### config.mk
export PLATFORM = sky130hd
export DESIGN_NAME = enemy_manager
export DESIGN_NICKNAME = d
export VERILOG_FILES = /design/src/rtl/boxhead_pkg.sv /design/src/rtl/frame_sync.sv /design/src/rtl/enemy_manager.sv
export SDC_FILE = /design/constraint.sdc
export NUM_CORES = 1
export LEC_CHECK = 0
export ABC_AREA = 1
export BUFFER_PORTS_ARGS = -buffer_cell sky130_fd_sc_hd__buf_2
export CAP_MARGIN = 10
export CORE_MARGIN = 4
export CORE_UTILIZATION = 60
export CTS_BUF_LIST = sky130_fd_sc_hd__clkbuf_4 sky130_fd_sc_hd__clkbuf_8
export DETAILED_ROUTE_END_ITERATION = 16
export PLACE_DENSITY = 0.91
export RECOVER_POWER = 50
export SLEW_MARGIN = 20
export SYNTH_ARGS = -nofsm -noshare
export SYNTH_HDL_FRONTEND = slang
export SYNTH_SLANG_ARGS = --single-unit
### constraint.sdc
create_clock -name Clk -period 4.6 [get_ports Clk]
set_input_delay 0.69 -clock Clk [delete_from_list [all_inputs] [get_ports Clk]]
set_output_delay 0.69 -clock Clk [all_outputs]
set_load 0.02 [all_outputs]
### src/rtl/boxhead_pkg.sv
// Shared types, defaults and helpers for the enemy manager and the sprite movers.
package boxhead_pkg;

  typedef enum logic [2:0] {
    IDLE,
    SNAP,
    SCAN,
    DONE,
    OVER
  } state_e;

  localparam int COORD_W_DEF        = 9;
  localparam int HIT_R_DEF          = 8;
  localparam int CONTACT_R_DEF      = 10;
  localparam int RESPAWN_FRAMES_DEF = 120;
  localparam int PLAYER_HP_DEF      = 5;
  localparam int INVULN_FRAMES_DEF  = 60;

  // Distances are evaluated at this width so any coordinate width up to 16 fits.
  localparam int ABS_W = 16;

  typedef logic [COORD_W_DEF-1:0] coord_t;

  function automatic logic [ABS_W-1:0] abs_diff(input logic [ABS_W-1:0] a,
                                                input logic [ABS_W-1:0] b);
    logic signed [ABS_W:0] d;
    d = $signed({1'b0, a}) - $signed({1'b0, b});
    abs_diff = d[ABS_W] ? ABS_W'(-d) : d[ABS_W-1:0];
  endfunction

endpackage

### src/rtl/frame_sync.sv
// Brings an asynchronous frame strobe into the clock domain and emits a
// one-cycle pulse on each rising edge, three cycles after the input rises.
module frame_sync (
  input  logic clk_i,
  input  logic rst_n_i,
  input  logic async_i,
  output logic tick_o
);

  logic s1_q, s2_q, prev_q, tick_q;

  always_ff @(posedge clk_i or negedge rst_n_i) begin
    if (!rst_n_i) begin
      s1_q   <= 1'b0;
      s2_q   <= 1'b0;
      prev_q <= 1'b0;
      tick_q <= 1'b0;
    end else begin
      s1_q   <= async_i;
      s2_q   <= s1_q;
      prev_q <= s2_q;
      tick_q <= s2_q & ~prev_q;
    end
  end

  assign tick_o = tick_q;

endmodule

### src/rtl/enemy_manager.sv
// Scans all enemies once per frame: attack kills, player contact damage,
// respawn timers, score, player HP with invulnerability, and game over.
module enemy_manager
  import boxhead_pkg::*;
#(
  parameter int ENEMY_NUM      = 4,
  parameter int COORD_W        = COORD_W_DEF,
  parameter int HIT_R          = HIT_R_DEF,
  parameter int CONTACT_R      = CONTACT_R_DEF,
  parameter int RESPAWN_FRAMES = RESPAWN_FRAMES_DEF,
  parameter int PLAYER_HP      = PLAYER_HP_DEF,
  parameter int INVULN_FRAMES  = INVULN_FRAMES_DEF,
  parameter int SCORE_W        = 16,
  localparam int HP_W          = $clog2(PLAYER_HP + 1)
) (
  input  logic                           Clk,
  input  logic                           Reset_n,
  input  logic                           frame_clk,
  input  logic                           Attack_On,
  input  logic [COORD_W-1:0]             Attack_X,
  input  logic [COORD_W-1:0]             Attack_Y,
  input  logic [COORD_W-1:0]             Player_X,
  input  logic [COORD_W-1:0]             Player_Y,
  input  logic [ENEMY_NUM*COORD_W-1:0]   Enemy_X,
  input  logic [ENEMY_NUM*COORD_W-1:0]   Enemy_Y,
  output logic [ENEMY_NUM-1:0]           Enemy_Alive,
  output logic [SCORE_W-1:0]             Score,
  output logic [HP_W-1:0]                Player_HP,
  output logic                           Game_Over,
  output logic                           Frame_Done
);

  localparam int RSP_W = $clog2(RESPAWN_FRAMES + 1);
  localparam int INV_W = $clog2(INVULN_FRAMES + 1);
  localparam int IDX_W = (ENEMY_NUM > 1) ? $clog2(ENEMY_NUM) : 1;

  logic                 frame_tick;
  state_e               state_q, state_d;
  logic [IDX_W-1:0]     idx_q, idx_d;
  logic [ENEMY_NUM-1:0] alive_q, alive_d;
  logic [RSP_W-1:0]     respawn_q [ENEMY_NUM];
  logic [RSP_W-1:0]     respawn_d [ENEMY_NUM];
  logic [SCORE_W-1:0]   score_q, score_d;
  logic [HP_W-1:0]      hp_q, hp_d;
  logic [INV_W-1:0]     inv_q, inv_d;
  logic                 dmg_q, dmg_d;
  logic                 atk_on_q, atk_on_d;
  logic [COORD_W-1:0]   atk_x_q, atk_x_d, atk_y_q, atk_y_d;
  logic [COORD_W-1:0]   pl_x_q, pl_x_d, pl_y_q, pl_y_d;

  logic [COORD_W-1:0]   cur_x, cur_y;
  logic [ABS_W-1:0]     adx, ady, pdx, pdy;
  logic                 hit, contact;

  frame_sync u_frame_sync (
    .clk_i   (Clk),
    .rst_n_i (Reset_n),
    .async_i (frame_clk),
    .tick_o  (frame_tick)
  );

  // Live enemy position is compared against the frame's snapshot values.
  assign cur_x   = Enemy_X[int'(idx_q)*COORD_W +: COORD_W];
  assign cur_y   = Enemy_Y[int'(idx_q)*COORD_W +: COORD_W];
  assign adx     = abs_diff(ABS_W'(cur_x), ABS_W'(atk_x_q));
  assign ady     = abs_diff(ABS_W'(cur_y), ABS_W'(atk_y_q));
  assign pdx     = abs_diff(ABS_W'(cur_x), ABS_W'(pl_x_q));
  assign pdy     = abs_diff(ABS_W'(cur_y), ABS_W'(pl_y_q));
  assign hit     = atk_on_q && (adx <= ABS_W'(HIT_R)) && (ady <= ABS_W'(HIT_R));
  assign contact = (pdx <= ABS_W'(CONTACT_R)) && (pdy <= ABS_W'(CONTACT_R));

  always_comb begin
    state_d   = state_q;
    idx_d     = idx_q;
    alive_d   = alive_q;
    respawn_d = respawn_q;
    score_d   = score_q;
    hp_d      = hp_q;
    inv_d     = inv_q;
    dmg_d     = dmg_q;
    atk_on_d  = atk_on_q;
    atk_x_d   = atk_x_q;
    atk_y_d   = atk_y_q;
    pl_x_d    = pl_x_q;
    pl_y_d    = pl_y_q;

    case (state_q)
      IDLE: begin
        if (frame_tick) state_d = SNAP;
      end
      SNAP: begin
        atk_on_d = Attack_On;
        atk_x_d  = Attack_X;
        atk_y_d  = Attack_Y;
        pl_x_d   = Player_X;
        pl_y_d   = Player_Y;
        dmg_d    = 1'b0;
        idx_d    = '0;
        state_d  = SCAN;
      end
      SCAN: begin
        if (alive_q[idx_q]) begin
          if (hit) begin
            alive_d[idx_q]   = 1'b0;
            respawn_d[idx_q] = RSP_W'(RESPAWN_FRAMES);
            if (score_q != '1) score_d = score_q + SCORE_W'(1);
          end else if (contact && inv_q == '0 && !dmg_q && hp_q != '0) begin
            hp_d  = hp_q - HP_W'(1);
            inv_d = INV_W'(INVULN_FRAMES);
            dmg_d = 1'b1;
          end
        end else if (respawn_q[idx_q] <= RSP_W'(1)) begin
          respawn_d[idx_q] = '0;
          alive_d[idx_q]   = 1'b1;
        end else begin
          respawn_d[idx_q] = respawn_q[idx_q] - RSP_W'(1);
        end
        if (idx_q == IDX_W'(ENEMY_NUM - 1)) state_d = DONE;
        else idx_d = idx_q + IDX_W'(1);
      end
      DONE: begin
        // A window started during this frame's scan keeps its full length.
        if (inv_q != '0 && !dmg_q) inv_d = inv_q - INV_W'(1);
        state_d = (hp_q == '0) ? OVER : IDLE;
      end
      OVER: begin
        state_d = OVER;
      end
      default: state_d = IDLE;
    endcase
  end

  always_ff @(posedge Clk or negedge Reset_n) begin
    if (!Reset_n) begin
      state_q   <= IDLE;
      idx_q     <= '0;
      alive_q   <= '1;
      respawn_q <= '{default: '0};
      score_q   <= '0;
      hp_q      <= HP_W'(PLAYER_HP);
      inv_q     <= '0;
      dmg_q     <= 1'b0;
      atk_on_q  <= 1'b0;
      atk_x_q   <= '0;
      atk_y_q   <= '0;
      pl_x_q    <= '0;
      pl_y_q    <= '0;
    end else begin
      state_q   <= state_d;
      idx_q     <= idx_d;
      alive_q   <= alive_d;
      respawn_q <= respawn_d;
      score_q   <= score_d;
      hp_q      <= hp_d;
      inv_q     <= inv_d;
      dmg_q     <= dmg_d;
      atk_on_q  <= atk_on_d;
      atk_x_q   <= atk_x_d;
      atk_y_q   <= atk_y_d;
      pl_x_q    <= pl_x_d;
      pl_y_q    <= pl_y_d;
    end
  end

  assign Enemy_Alive = alive_q;
  assign Score       = score_q;
  assign Player_HP   = hp_q;
  assign Game_Over   = (state_q == OVER);
  assign Frame_Done  = (state_q == DONE);

endmodule

==> results.yml <==
final_layout:
  finish.net_count: 1658
  antenna_cells: 0
  drive_gt1_frac: 0.163
  areaGrowthSynthToFinish_pct: 11.4
  fill_cells: 1223
  seqCellArea_um2: 2610
  multiInputGateArea_um2: 5570
critical_path:
  worstPathArrival_ns: 4.37
  crit_required_ns: 4.89
  worstReg2RegStart: "idx_q[0]"
  endpoint_kind: "flip-flop"
  startpoint_type: "flip-flop"
  ff2ff_setup_slack_ns: 0.52
  timing.rr.end: "respawn_q[12]"
  worstSetupPathType: "flip-flop to flip-flop"
  critical_path_peak_fanout: 20
  rr_worst_depth: 22
placed_design:
  dp_hpwl_um: 18100
  io_buffers: 136
  globalplace.congestion: 0.936
timing:
  final-max-slew-violation-count: 154
  max_freq_mhz: 245
  post-route-period-util: 0.887
  rsz0062_at_grt: "no"
  fin_crit_ns: 4.08
  skew_ns: 0.0209
  fin_tns_setup_ns: 0
  setup_viol: 0
  tightest_slew_ns: 2.67
  slew_headroom: -0.778
  hold_viol: 0
clock_network:
  clk_latency_ns: 0.40
  numCtsBuffers: 9
  clk_transition_reported_paths_ns: 0.12
  cts_hold_buf: 0
  cts_root_buf: "clkbuf_8"
  htree_levels: 3
  cts_buffer_depth: 2
  numClockSinks: 104
  cts_tree: "built"
global_routing:
  grt_use_total: 0.278
  overflow: 0
  grt_pass1_wl_um: 39100
  antenna_found_initial: 0
  grt_max_degree: 72
  grt_pass1_vias: 8741
worst_hold_path:
  hold_path_class: "flip-flop to flip-flop"
  hold_depth: 0
  worstHoldStart: "u_frame_sync.s1_q"
  hold_end: "u_frame_sync.s2_q"
detailed_routing:
  drtPass1Iterations: 5
  vias: 9466
  drc_errors: 0
  drt_iter0_markers: 904
  ant_nets: 0
  drt_wl_total_um: 23500
  avgRoutedWirePerCell_um: 14.0
  routed_via_density: 5.64
floorplanning:
  num_io_pins: 137
  start_util: 0.617
  die_area_um2: 17100
  dieWidth_um: 131
  coreArea_um2: 14600
  die_h_um: 131
  row_count: 44
yosys:
  yosysSeqAreaShare: 0.289
  synth_edf_count: 0
  yosys.cell_types.count: 46
  synthFlopType: "dfrtp_1"
  avgSynthCellArea_um2: 6.63
  syn-cell-area_um2: 9030
  postSynthNetCount: 1532
  yosysWarnings: 0
  synthesis.instances: 1363
  async_flop_share: 1.00
  ys_ff_latch: 104
flow_run:
  drv_cap: 3
run_status:
  status: "complete, but fails checks"
  violations: "capacitance limit, slew limit"
[per-layer routing]
metal / wire length (µm) / part of all wire / GRT usage
met1: 10100 / 0.43 / 0.360
met2: 11200 / 0.47 / 0.472
met3: 1770 / 0.075 / 0.0598
met4: 512 / 0.022 / 0.0780
met5: 0 / 0 / 0
[cell families (layout without fill, tap and decap cells)]
kind of cell | count (synthesis) | after routing | share of synthesized area
AOI/OAI and AO/OA | 239 | 239 | 0.150
DFF | 104 | 104 | 0.289
adders and majority gates | 57 | 57 | 0.0823
xor gates and xnor gates | 34 | 34 | 0.0330
buffers and inverters | 209 | 340 | 0.0943
and+or+nand+nor | 720 | 720 | 0.351
[cell type report]
type | count | share of cell area
clock inverter | 7 | 0.00783
multi-input combinational | 1050 | 0.554
timing repair buffer | 151 | 0.0788
inverter | 173 | 0.0649
tap | 184 | 0.0229
clock buffer | 9 | 0.0123
sequential | 104 | 0.259
[metrics by stage]
stage | cells | instance area (µm²) | setup slack, ns | hold WS (ns) | util
floorplan | 1363 | 9030 | 0.769 | 0.331 | -
global placement | 1660 | 9850 | 0.402 | 0.332 | 0.672
detailed placement | 1660 | 9850 | 0.253 | 0.346 | 0.672
CTS | 1676 | 10000 | 0.180 | 0.284 | 0.686
global route | 1678 | 10100 | 0.151 | 0.372 | 0.687
finish | 1678 | 10100 | 0.522 | 0.358 | 0.687
[flip-flops by register name (all words and copies together), names as in the netlist, named ones only]
register             flops
Player_HP                3
Score                   16
atk_on_q                 1
atk_x_q                  9
atk_y_q                  9
dmg_q                    1
idx_q                    2
inv_q                    6
pl_x_q                   9
pl_y_q                   9
respawn_q               28
state_q                  3
u_frame_sync.prev_q      1
u_frame_sync.s1_q        1
u_frame_sync.s2_q        1
u_frame_sync.tick_o      1
[cells in the mapped netlist, types with 8 or more instances]
master | instances | share of area
nor2_1 | 108 | 0.045
clkbuf_1 | 20 | 0.0083
o21ai_0 | 114 | 0.063
xor2_1 | 26 | 0.025
o22ai_1 | 23 | 0.016
xnor2_1 | 8 | 0.0078
inv_1 | 164 | 0.068
nand3b_1 | 8 | 0.0067
nand4_1 | 28 | 0.019
a21oi_1 | 63 | 0.035
nor3_1 | 17 | 0.0094
ha_1 | 53 | 0.073
o21ai_2 | 17 | 0.016
nand2_1 | 393 | 0.16
dfrtp_1 | 98 | 0.27
nand2_2 | 19 | 0.013
nand3_1 | 115 | 0.064
[cells in the final DEF (no fill, tap or decap), types with 4 or more instances in the layout]
cell type,count
nand3_2,6
clkinv_1,5
inv_1,164
nand3b_1,8
dfrtp_1,97
a21oi_1,62
o21ai_1,4
clkbuf_8,9
buf_2,135
nor2_1,108
nor3_1,17
buf_4,11
xor2_1,26
nor2_2,7
fa_1,4
nand4_1,28
clkbuf_1,4
xnor2_1,8
or2_2,5
o211ai_1,4
dfstp_2,6
nand3_1,115
o21ai_2,17
ha_1,53
nand2_1,393
nor2_4,5
nand2_2,19
o21ai_0,114
o22ai_1,23
[worst max-delay path by stage]
stage | startpoint | to | slack [ns] | cells past startpoint
floorplan | idx_q[0] | respawn_q[5] | 0.77 | 24
global placement | idx_q[1] | respawn_q[10] | 0.40 | 22
detailed placement | idx_q[1] | respawn_q[3] | 0.25 | 20
CTS | idx_q[1] | respawn_q[3] | 0.18 | 20
global route | idx_q[0] | Score[15] | 0.15 | 23
finish | idx_q[0] | respawn_q[12] | 0.52 | 22
[what timing repair did]
| item | CTS | global route |
|---|---|---|
| buffers inserted | 0 | 2 |
| setup endpoints to repair | 0 | 34 |
| resized for setup | 0 | 2 |
[worst max-delay path, cell delays in order (launching register included)]
cell	delay [ns]
dfrtp_2	0.39
clkinv_1	0.32
buf_4	0.33
o21ai_0	0.20
o22ai_1	0.17
ha_1	0.41
nand2_1	0.10
nand2_1	0.07
a21oi_2	0.19
nand3_2	0.19
inv_2	0.23
nand2_1	0.08
nand2_1	0.07
nand2_2	0.06
nor3_2	0.09
nand3_1	0.08
nor2_1	0.12
nand3_2	0.14
a21oi_4	0.20
buf_12	0.16
nand2_2	0.18
nand2_1	0.13
o21ai_2	0.05
Power is left out: the tool's default activity adds up to more than one toggle a clock period on the data nets, which glitch-free logic cannot reach.
